<file path="src/rtl/cflog_arb_pkg.sv">
// Shared types and constants for the CFLog write arbiter and its monitor FIFO.
package cflog_arb_pkg;

    localparam int ADDR_W         = 16;
    localparam int DATA_W         = 16;
    localparam int WAIT_W         = 3;
    localparam int MON_FIFO_DEPTH = 2;
    localparam int FIFO_PTR_W     = $clog2(MON_FIFO_DEPTH);
    localparam int FIFO_CNT_W     = $clog2(MON_FIFO_DEPTH + 1);

    localparam logic [ADDR_W-1:0] LOG_SIZE_DEFAULT = 16'h0100;

    typedef enum logic [1:0] {
        ST_ARB   = 2'd0,
        ST_DRAIN = 2'd1,
        ST_DONE  = 2'd2
    } arb_state_t;

endpackage

</file>
<file path="src/rtl/cflog_mon_fifo.sv">
// Small FIFO holding monitor writes that lost arbitration; also reports whether
// any queued entry targets a given address so a spec write cannot overtake it.
module cflog_mon_fifo
    import cflog_arb_pkg::*;
(
    input  logic                  clk,
    input  logic                  reset,
    input  logic                  push,
    input  logic [ADDR_W-1:0]     push_addr,
    input  logic [DATA_W-1:0]     push_data,
    input  logic                  pop,
    input  logic [ADDR_W-1:0]     match_addr,
    output logic [ADDR_W-1:0]     head_addr,
    output logic [DATA_W-1:0]     head_data,
    output logic [FIFO_CNT_W-1:0] count,
    output logic                  match_hit
);

    logic [FIFO_PTR_W-1:0]                        wr_ptr_reg;
    logic [FIFO_PTR_W-1:0]                        rd_ptr_reg;
    logic [FIFO_CNT_W-1:0]                        count_reg;
    logic [MON_FIFO_DEPTH-1:0][ADDR_W-1:0]        addr_vec;
    logic [MON_FIFO_DEPTH-1:0][DATA_W-1:0]        data_vec;
    logic [MON_FIFO_DEPTH-1:0]                    hit_vec;

    genvar gi;
    generate
        for (gi = 0; gi < MON_FIFO_DEPTH; gi++) begin : g_entry
            logic [ADDR_W-1:0]     addr_reg;
            logic [DATA_W-1:0]     data_reg;
            logic [FIFO_PTR_W-1:0] offset;

            always_ff @(posedge clk or negedge reset) begin
                if (!reset) begin
                    addr_reg <= '0;
                    data_reg <= '0;
                end else if (push && (wr_ptr_reg == FIFO_PTR_W'(gi))) begin
                    addr_reg <= push_addr;
                    data_reg <= push_data;
                end
            end

            // Entry is live when its distance from the read pointer is below the count.
            assign offset      = FIFO_PTR_W'(gi) - rd_ptr_reg;
            assign addr_vec[gi] = addr_reg;
            assign data_vec[gi] = data_reg;
            assign hit_vec[gi]  = (FIFO_CNT_W'(offset) < count_reg) && (addr_reg == match_addr);
        end
    endgenerate

    always_ff @(posedge clk or negedge reset) begin
        if (!reset) begin
            wr_ptr_reg <= '0;
            rd_ptr_reg <= '0;
            count_reg  <= '0;
        end else begin
            if (push) begin
                wr_ptr_reg <= wr_ptr_reg + FIFO_PTR_W'(1);
            end
            if (pop) begin
                rd_ptr_reg <= rd_ptr_reg + FIFO_PTR_W'(1);
            end
            if (push && !pop) begin
                count_reg <= count_reg + FIFO_CNT_W'(1);
            end else if (pop && !push) begin
                count_reg <= count_reg - FIFO_CNT_W'(1);
            end
        end
    end

    assign head_addr = addr_vec[rd_ptr_reg];
    assign head_data = data_vec[rd_ptr_reg];
    assign count     = count_reg;
    assign match_hit = |hit_vec;

endmodule

</file>
<file path="src/rtl/cflog_write_arbiter.sv">
// Arbitrates the CFLog write port between the monitor and SpecCFA, with a
// flush sequencer. Optional bounds checking is enabled by CFLOG_WR_BOUNDS_EN.
module cflog_write_arbiter
    import cflog_arb_pkg::*;
#(
    parameter logic [ADDR_W-1:0] LOG_SIZE      = LOG_SIZE_DEFAULT,
    parameter int                SPEC_MAX_WAIT = 4
)(
    input  logic              clk,
    input  logic              reset,
    input  logic              mon_wr_en,
    input  logic [ADDR_W-1:0] mon_addr,
    input  logic [DATA_W-1:0] mon_data,
    input  logic              spec_valid,
    input  logic [ADDR_W-1:0] spec_addr,
    input  logic [DATA_W-1:0] spec_data,
    output logic              spec_ready,
    input  logic              flush_req,
    output logic              flush_done,
    output logic              mem_wr_en,
    output logic [ADDR_W-1:0] mem_addr,
    output logic [DATA_W-1:0] mem_data,
    output logic              busy,
    output logic              overflow_err
);

`ifdef CFLOG_WR_BOUNDS_EN
    localparam bit BOUNDS_EN = 1'b1;
`else
    localparam bit BOUNDS_EN = 1'b0;
`endif

    localparam logic [WAIT_W-1:0] MAX_WAIT =
        (SPEC_MAX_WAIT > 7) ? 3'd7 : WAIT_W'(SPEC_MAX_WAIT);

    arb_state_t              state_reg, state_next;
    logic [WAIT_W-1:0]       wait_cnt_reg, wait_cnt_next;
    logic                    mem_wr_en_reg;
    logic [ADDR_W-1:0]       mem_addr_reg;
    logic [DATA_W-1:0]       mem_data_reg;
    logic                    busy_reg;
    logic                    flush_done_reg;
    logic                    overflow_reg;

    logic [ADDR_W-1:0]       head_addr;
    logic [DATA_W-1:0]       head_data;
    logic [FIFO_CNT_W-1:0]   fifo_count, fifo_count_next;
    logic                    fifo_hazard;

    logic                    fifo_empty, mon_cand, spec_win, mon_win, win_valid;
    logic                    fifo_push, fifo_pop, bounds_hit;
    logic [ADDR_W-1:0]       win_addr;
    logic [DATA_W-1:0]       win_data;

    cflog_mon_fifo u_mon_fifo (
        .clk        (clk),
        .reset      (reset),
        .push       (fifo_push),
        .push_addr  (mon_addr),
        .push_data  (mon_data),
        .pop        (fifo_pop),
        .match_addr (spec_addr),
        .head_addr  (head_addr),
        .head_data  (head_data),
        .count      (fifo_count),
        .match_hit  (fifo_hazard)
    );

    always_comb begin
        fifo_empty = (fifo_count == '0);
        mon_cand   = !fifo_empty || mon_wr_en;
        // A forced spec grant needs FIFO room and no queued write to the same slot.
        spec_win   = reset && (state_reg == ST_ARB) && spec_valid &&
                     (!mon_cand ||
                      ((wait_cnt_reg >= MAX_WAIT) &&
                       (fifo_count < FIFO_CNT_W'(MON_FIFO_DEPTH)) && !fifo_hazard));
        mon_win    = reset && mon_cand && !spec_win;
        win_valid  = spec_win || mon_win;
        fifo_push  = mon_wr_en && (spec_win || !fifo_empty);
        fifo_pop   = mon_win && !fifo_empty;

        win_addr = mon_addr;
        win_data = mon_data;
        if (spec_win) begin
            win_addr = spec_addr;
            win_data = spec_data;
        end else if (!fifo_empty) begin
            win_addr = head_addr;
            win_data = head_data;
        end
        bounds_hit = BOUNDS_EN && win_valid && (win_addr >= (LOG_SIZE - 16'd1));

        fifo_count_next = fifo_count;
        if (fifo_push && !fifo_pop) begin
            fifo_count_next = fifo_count + FIFO_CNT_W'(1);
        end else if (fifo_pop && !fifo_push) begin
            fifo_count_next = fifo_count - FIFO_CNT_W'(1);
        end

        wait_cnt_next = wait_cnt_reg;
        if (!spec_valid || spec_win) begin
            wait_cnt_next = '0;
        end else if (wait_cnt_reg != '1) begin
            wait_cnt_next = wait_cnt_reg + WAIT_W'(1);
        end

        state_next = state_reg;
        case (state_reg)
            ST_ARB:   if (flush_req) state_next = ST_DRAIN;
            ST_DRAIN: if (fifo_empty && !mon_wr_en) state_next = ST_DONE;
            ST_DONE:  state_next = ST_ARB;
            default:  state_next = ST_ARB;
        endcase
    end

    always_ff @(posedge clk or negedge reset) begin
        if (!reset) begin
            state_reg      <= ST_ARB;
            wait_cnt_reg   <= '0;
            mem_wr_en_reg  <= 1'b0;
            mem_addr_reg   <= '0;
            mem_data_reg   <= '0;
            busy_reg       <= 1'b0;
            flush_done_reg <= 1'b0;
            overflow_reg   <= 1'b0;
        end else begin
            state_reg      <= state_next;
            wait_cnt_reg   <= wait_cnt_next;
            mem_wr_en_reg  <= win_valid && !bounds_hit;
            if (win_valid && !bounds_hit) begin
                mem_addr_reg <= win_addr;
                mem_data_reg <= win_data;
            end
            busy_reg       <= (fifo_count_next != '0) || (state_next != ST_ARB);
            flush_done_reg <= (state_next == ST_DONE);
            if (bounds_hit) begin
                overflow_reg <= 1'b1;
            end else if (state_reg == ST_DONE) begin
                overflow_reg <= 1'b0;
            end
        end
    end

    assign spec_ready   = spec_win;
    assign flush_done   = flush_done_reg;
    assign mem_wr_en    = mem_wr_en_reg;
    assign mem_addr     = mem_addr_reg;
    assign mem_data     = mem_data_reg;
    assign busy         = busy_reg;
    assign overflow_err = overflow_reg;

endmodule
</file>
<file path="config.mk">
export PLATFORM = sky130hd
export DESIGN_NAME = cflog_write_arbiter
export DESIGN_NICKNAME = d
export VERILOG_FILES = /design/src/rtl/cflog_arb_pkg.sv /design/src/rtl/cflog_mon_fifo.sv /design/src/rtl/cflog_write_arbiter.sv
export SDC_FILE = /design/constraint.sdc
export NUM_CORES = 1
export LEC_CHECK = 0
export ABC_CLOCK_PERIOD_IN_PS = 2900
export BUFFER_PORTS_ARGS = -buffer_cell sky130_fd_sc_hd__buf_2
export CAP_MARGIN = 15
export CORE_MARGIN = 1.5
export CORE_UTILIZATION = 56
export DETAILED_ROUTE_END_ITERATION = 6
export PLACE_DENSITY = 0.81
export RECOVER_POWER = 50
export SYNTH_ARGS = -nofsm -noshare
export SYNTH_HDL_FRONTEND = slang
export SYNTH_SLANG_ARGS = --single-unit
</file>
<file path="constraint.sdc">
create_clock -name clk -period 2.9 [get_ports clk]
set_input_delay 0.58 -clock clk [delete_from_list [all_inputs] [get_ports clk]]
set_output_delay 0.58 -clock clk [all_outputs]
set_load 0.02 [all_outputs]
</file>
==> reports/results.tsv <==
stage	metric	value	unit
synthesis	Async SR Flop Fraction	100	%
finish	final non-filler cell total	721	
routing	Final ANT Viol Nets	0	
die	Rows	35	
die	Die Area	10400	sq um
synthesis	Synth area leaders	dfrtp_1 49%, mux2i_1 7.7%, mux2_2 7.4%	
sta	Final period util	99.3	%
global_route	vias in the first global route	4185	
routing	drt pass-1 iters	4	
setup_path	Worst setup EP type	primary output	
sta	final worst path period need	2.88	ns
clocking	Num CTS Buffers	9	
global_route	GRT Util Overall	25.2	%
setup_path	CP max FO	5	
finish	filler instances	698	
power_and_ir_drop	Pleak	3.01	nW
synthesis	most common cell in the netlist	dfrtp_1	
global_route	first-pass GRT wire length	20.5	mm
finish	fin area	6550	sq um
synthesis	Unique masters post-synth	36	
clocking	clk buf depth	2	
die	core area	9370	sq um
setup_path	Worst EP required	2.32	ns
routing	drc violations	0	
synthesis	Post-Syn Instances	475	
setup_path	Worst Path Arrival	2.30	ns
outcome	status	completed	
synthesis	top_reg_cell synth	dfrtp_1	
synthesis	Avg Inst Size Synth	11.6	sq um
sta	max-slew violations	0	
clocking	CTS hold repair buffers	0	
global_route	grt ovf	0	
sta	setup ws final	0.0205	ns
placed_design	dpl ws	-0.0546	ns
placed_design	placed cell areas	6240	sq um
sta	fmax	347	MHz
clocking	CTS Root Buffer Type	clkbuf_8	
power_and_ir_drop	Cell Pwr Density	1090	nW/um^2
routing	total wire length	12.7	mm
placed_design	port buffer count	104	
finish	area of the multi-input gates	2670	sq um
sta	worst slew pin tran	1.32	ns
synthesis	post-synthesis register bit count	108	
setup_path	CP Class	register to primary output	
placed_design	GPL Wtd Cong	0.856	
routing	DRT iter0 DRCs	199	
global_route	initial antenna violation count	1	
clocking	CTS tree	built	
synthesis	Seq/Total Area, Yosys	49.2	%
routing	routed vias/inst	5.76	
run	MaxCap Viol Count	0	
die	Ports	106	
synthesis	share of the synthesized area in the top cell type	49.2	%
worst_hold_path	HP Class	input pin to asynchronous set/reset pin	
synthesis	synth cell count leaders	108 x dfrtp_1, 42 x mux2i_1, 39 x nand2_1, 36 x mux2_2, 34 x xor2_1	
routing	routed vias	4150	
finish	share of cells above drive strength 1	31.1	%
clocking	Clock Pin Slew Worst Setup and Hold Paths	0.10	ns
sta	max_slew headroom	12.1	%
placed_design	Post-Place Cells	699	
setup_path	R2R depth	11	
clocking	H-tree levels	3	
synthesis	yosys warns	0	
clocking	clk_lat worst skew	0.36	ns
die	die height	102	um
routing	Routed WL per cell	17.6	um
synthesis	Synth Net Count	547	
finish	Final Net Count	659	
synthesis	Post-synth EDFFs	0	
sta	final hold slack	0.256	ns
finish	FF/Latch Area	2700	sq um
setup_path	Worst setup SP type	register	
sta	final hold vios	0	
sta	Final setup viols	0	
die	Die X	102	um
synthesis	post-synthesis cell area	5490	sq um
global_route	largest net degree at the start of global routing	54	
power_and_ir_drop	PnR Total Power	7.14	mW
clocking	# clock sinks	108	
placed_design	DP HPWL	8.91	mm
finish	P&R area growth vs syn	19.1	%
sta	Clock Skews	0.00781	ns
power_and_ir_drop	maximum vdd drop	529	uV
die	initial core utilization	58.6	%
synthesis	largest area contributor in the netlist	dfrtp_1	
-- where the power goes --
part           internal [mW]  total (mW)  switching, mW  leakage (nW)
Combinational           1.57        3.38           1.81          1.62
Clock                  0.489        1.00          0.514         0.101
Sequential              2.25        2.76          0.507          1.29
-- per-stage QoR --
step           TNS [ns]  util, %
3_5_place_dp      -1.39     66.6
2_1_floorplan         0        -
4_1_cts               0     69.5
5_1_grt         -0.0826     69.8
6_report              0     69.8
3_3_place_gp    -0.0232     66.6
-- cell type report --
cell class / instances / area share, %
diodes: 1 / 0.0382
clock buffers: 10 / 1.95
clock inverters: 5 / 1.32
inverters: 6 / 0.344
multi-input cells: 329 / 40.8
flip-flops and latches: 108 / 41.3
well taps: 129 / 2.47
repair buffers: 133 / 11.8
-- placed cells by master, fill, tap and decap left out, types with 18 or more instances in the layout --
| cell | n |
|---|---|
| nor2_1 | 32 |
| buf_4 | 24 |
| xor2_1 | 31 |
| nand2_1 | 39 |
| mux2_1 | 29 |
| buf_2 | 86 |
| mux2i_1 | 42 |
| a221o_1 | 24 |
| mux2_2 | 36 |
| dfrtp_1 | 107 |
| clkbuf_1 | 18 |
-- cell families (layout without fill, tap and decap cells) --
kind of cell,after synthesis,count (layout),share of synthesized area (%)
flip-flops,108,108,49.2
multiplexers,107,107,21.0
AND/OR/NAND/NOR,102,102,8.38
AO/OA/AOI/OAI,79,79,11.0
buffers and inverters,38,154,3.78
XOR/XNOR,37,37,5.90
adder cells (fa/ha/maj),3,3,0.683
other,1,2,0.0683
-- metal layers --
layer / vias to the layer above / routed length (um) / global-route usage (%)
met5: - / 0 / 0
met4: 0 / 227 / 6.85
met3: 21 / 658 / 4.04
met2: 154 / 6270 / 41.8
met1: 2043 / 5490 / 34.7
li1: 1932 / - / -
-- worst max-delay path: stages (launching register included) --
cell and delay, ns:
dfrtp_1 0.41, xor2_1 0.17, nor4_2 0.38, nand4_1 0.20
o41ai_4 0.27, buf_4 0.17, or3_4 0.12, a21oi_4 0.08
buf_6 0.15
-- final timing paths --
check                                                               start                                             end  slack [ns]
setup reg to reg           u_mon_fifo.g_entry[0].addr_reg[13]$_DFFE_PN0P_  u_mon_fifo.g_entry[0].addr_reg[13]$_DFFE_PN0P_        0.13
hold / removal                                                      reset                          state_reg[0]$_DFF_PN0_        0.26
min in group clk                                             spec_data[2]                         mem_data[2]$_DFFE_PN0P_        0.45
setup / recovery           u_mon_fifo.g_entry[0].addr_reg[13]$_DFFE_PN0P_                                      spec_ready        0.02
hold reg to reg                                  mem_data[15]$_DFFE_PN0P_                        mem_data[15]$_DFFE_PN0P_        0.49
max in group asynchronous                                           reset   u_mon_fifo.g_entry[0].addr_reg[7]$_DFFE_PN0P_        0.89
-- what timing repair did --
item / CTS / global route
pin swaps: 3 / 3
gates resized for setup: 5 / 6
endpoints found under the setup margin: 1 / 1
setup buffers: 4 / 2
No activity file was read; power rests on OpenSTA's default activity.
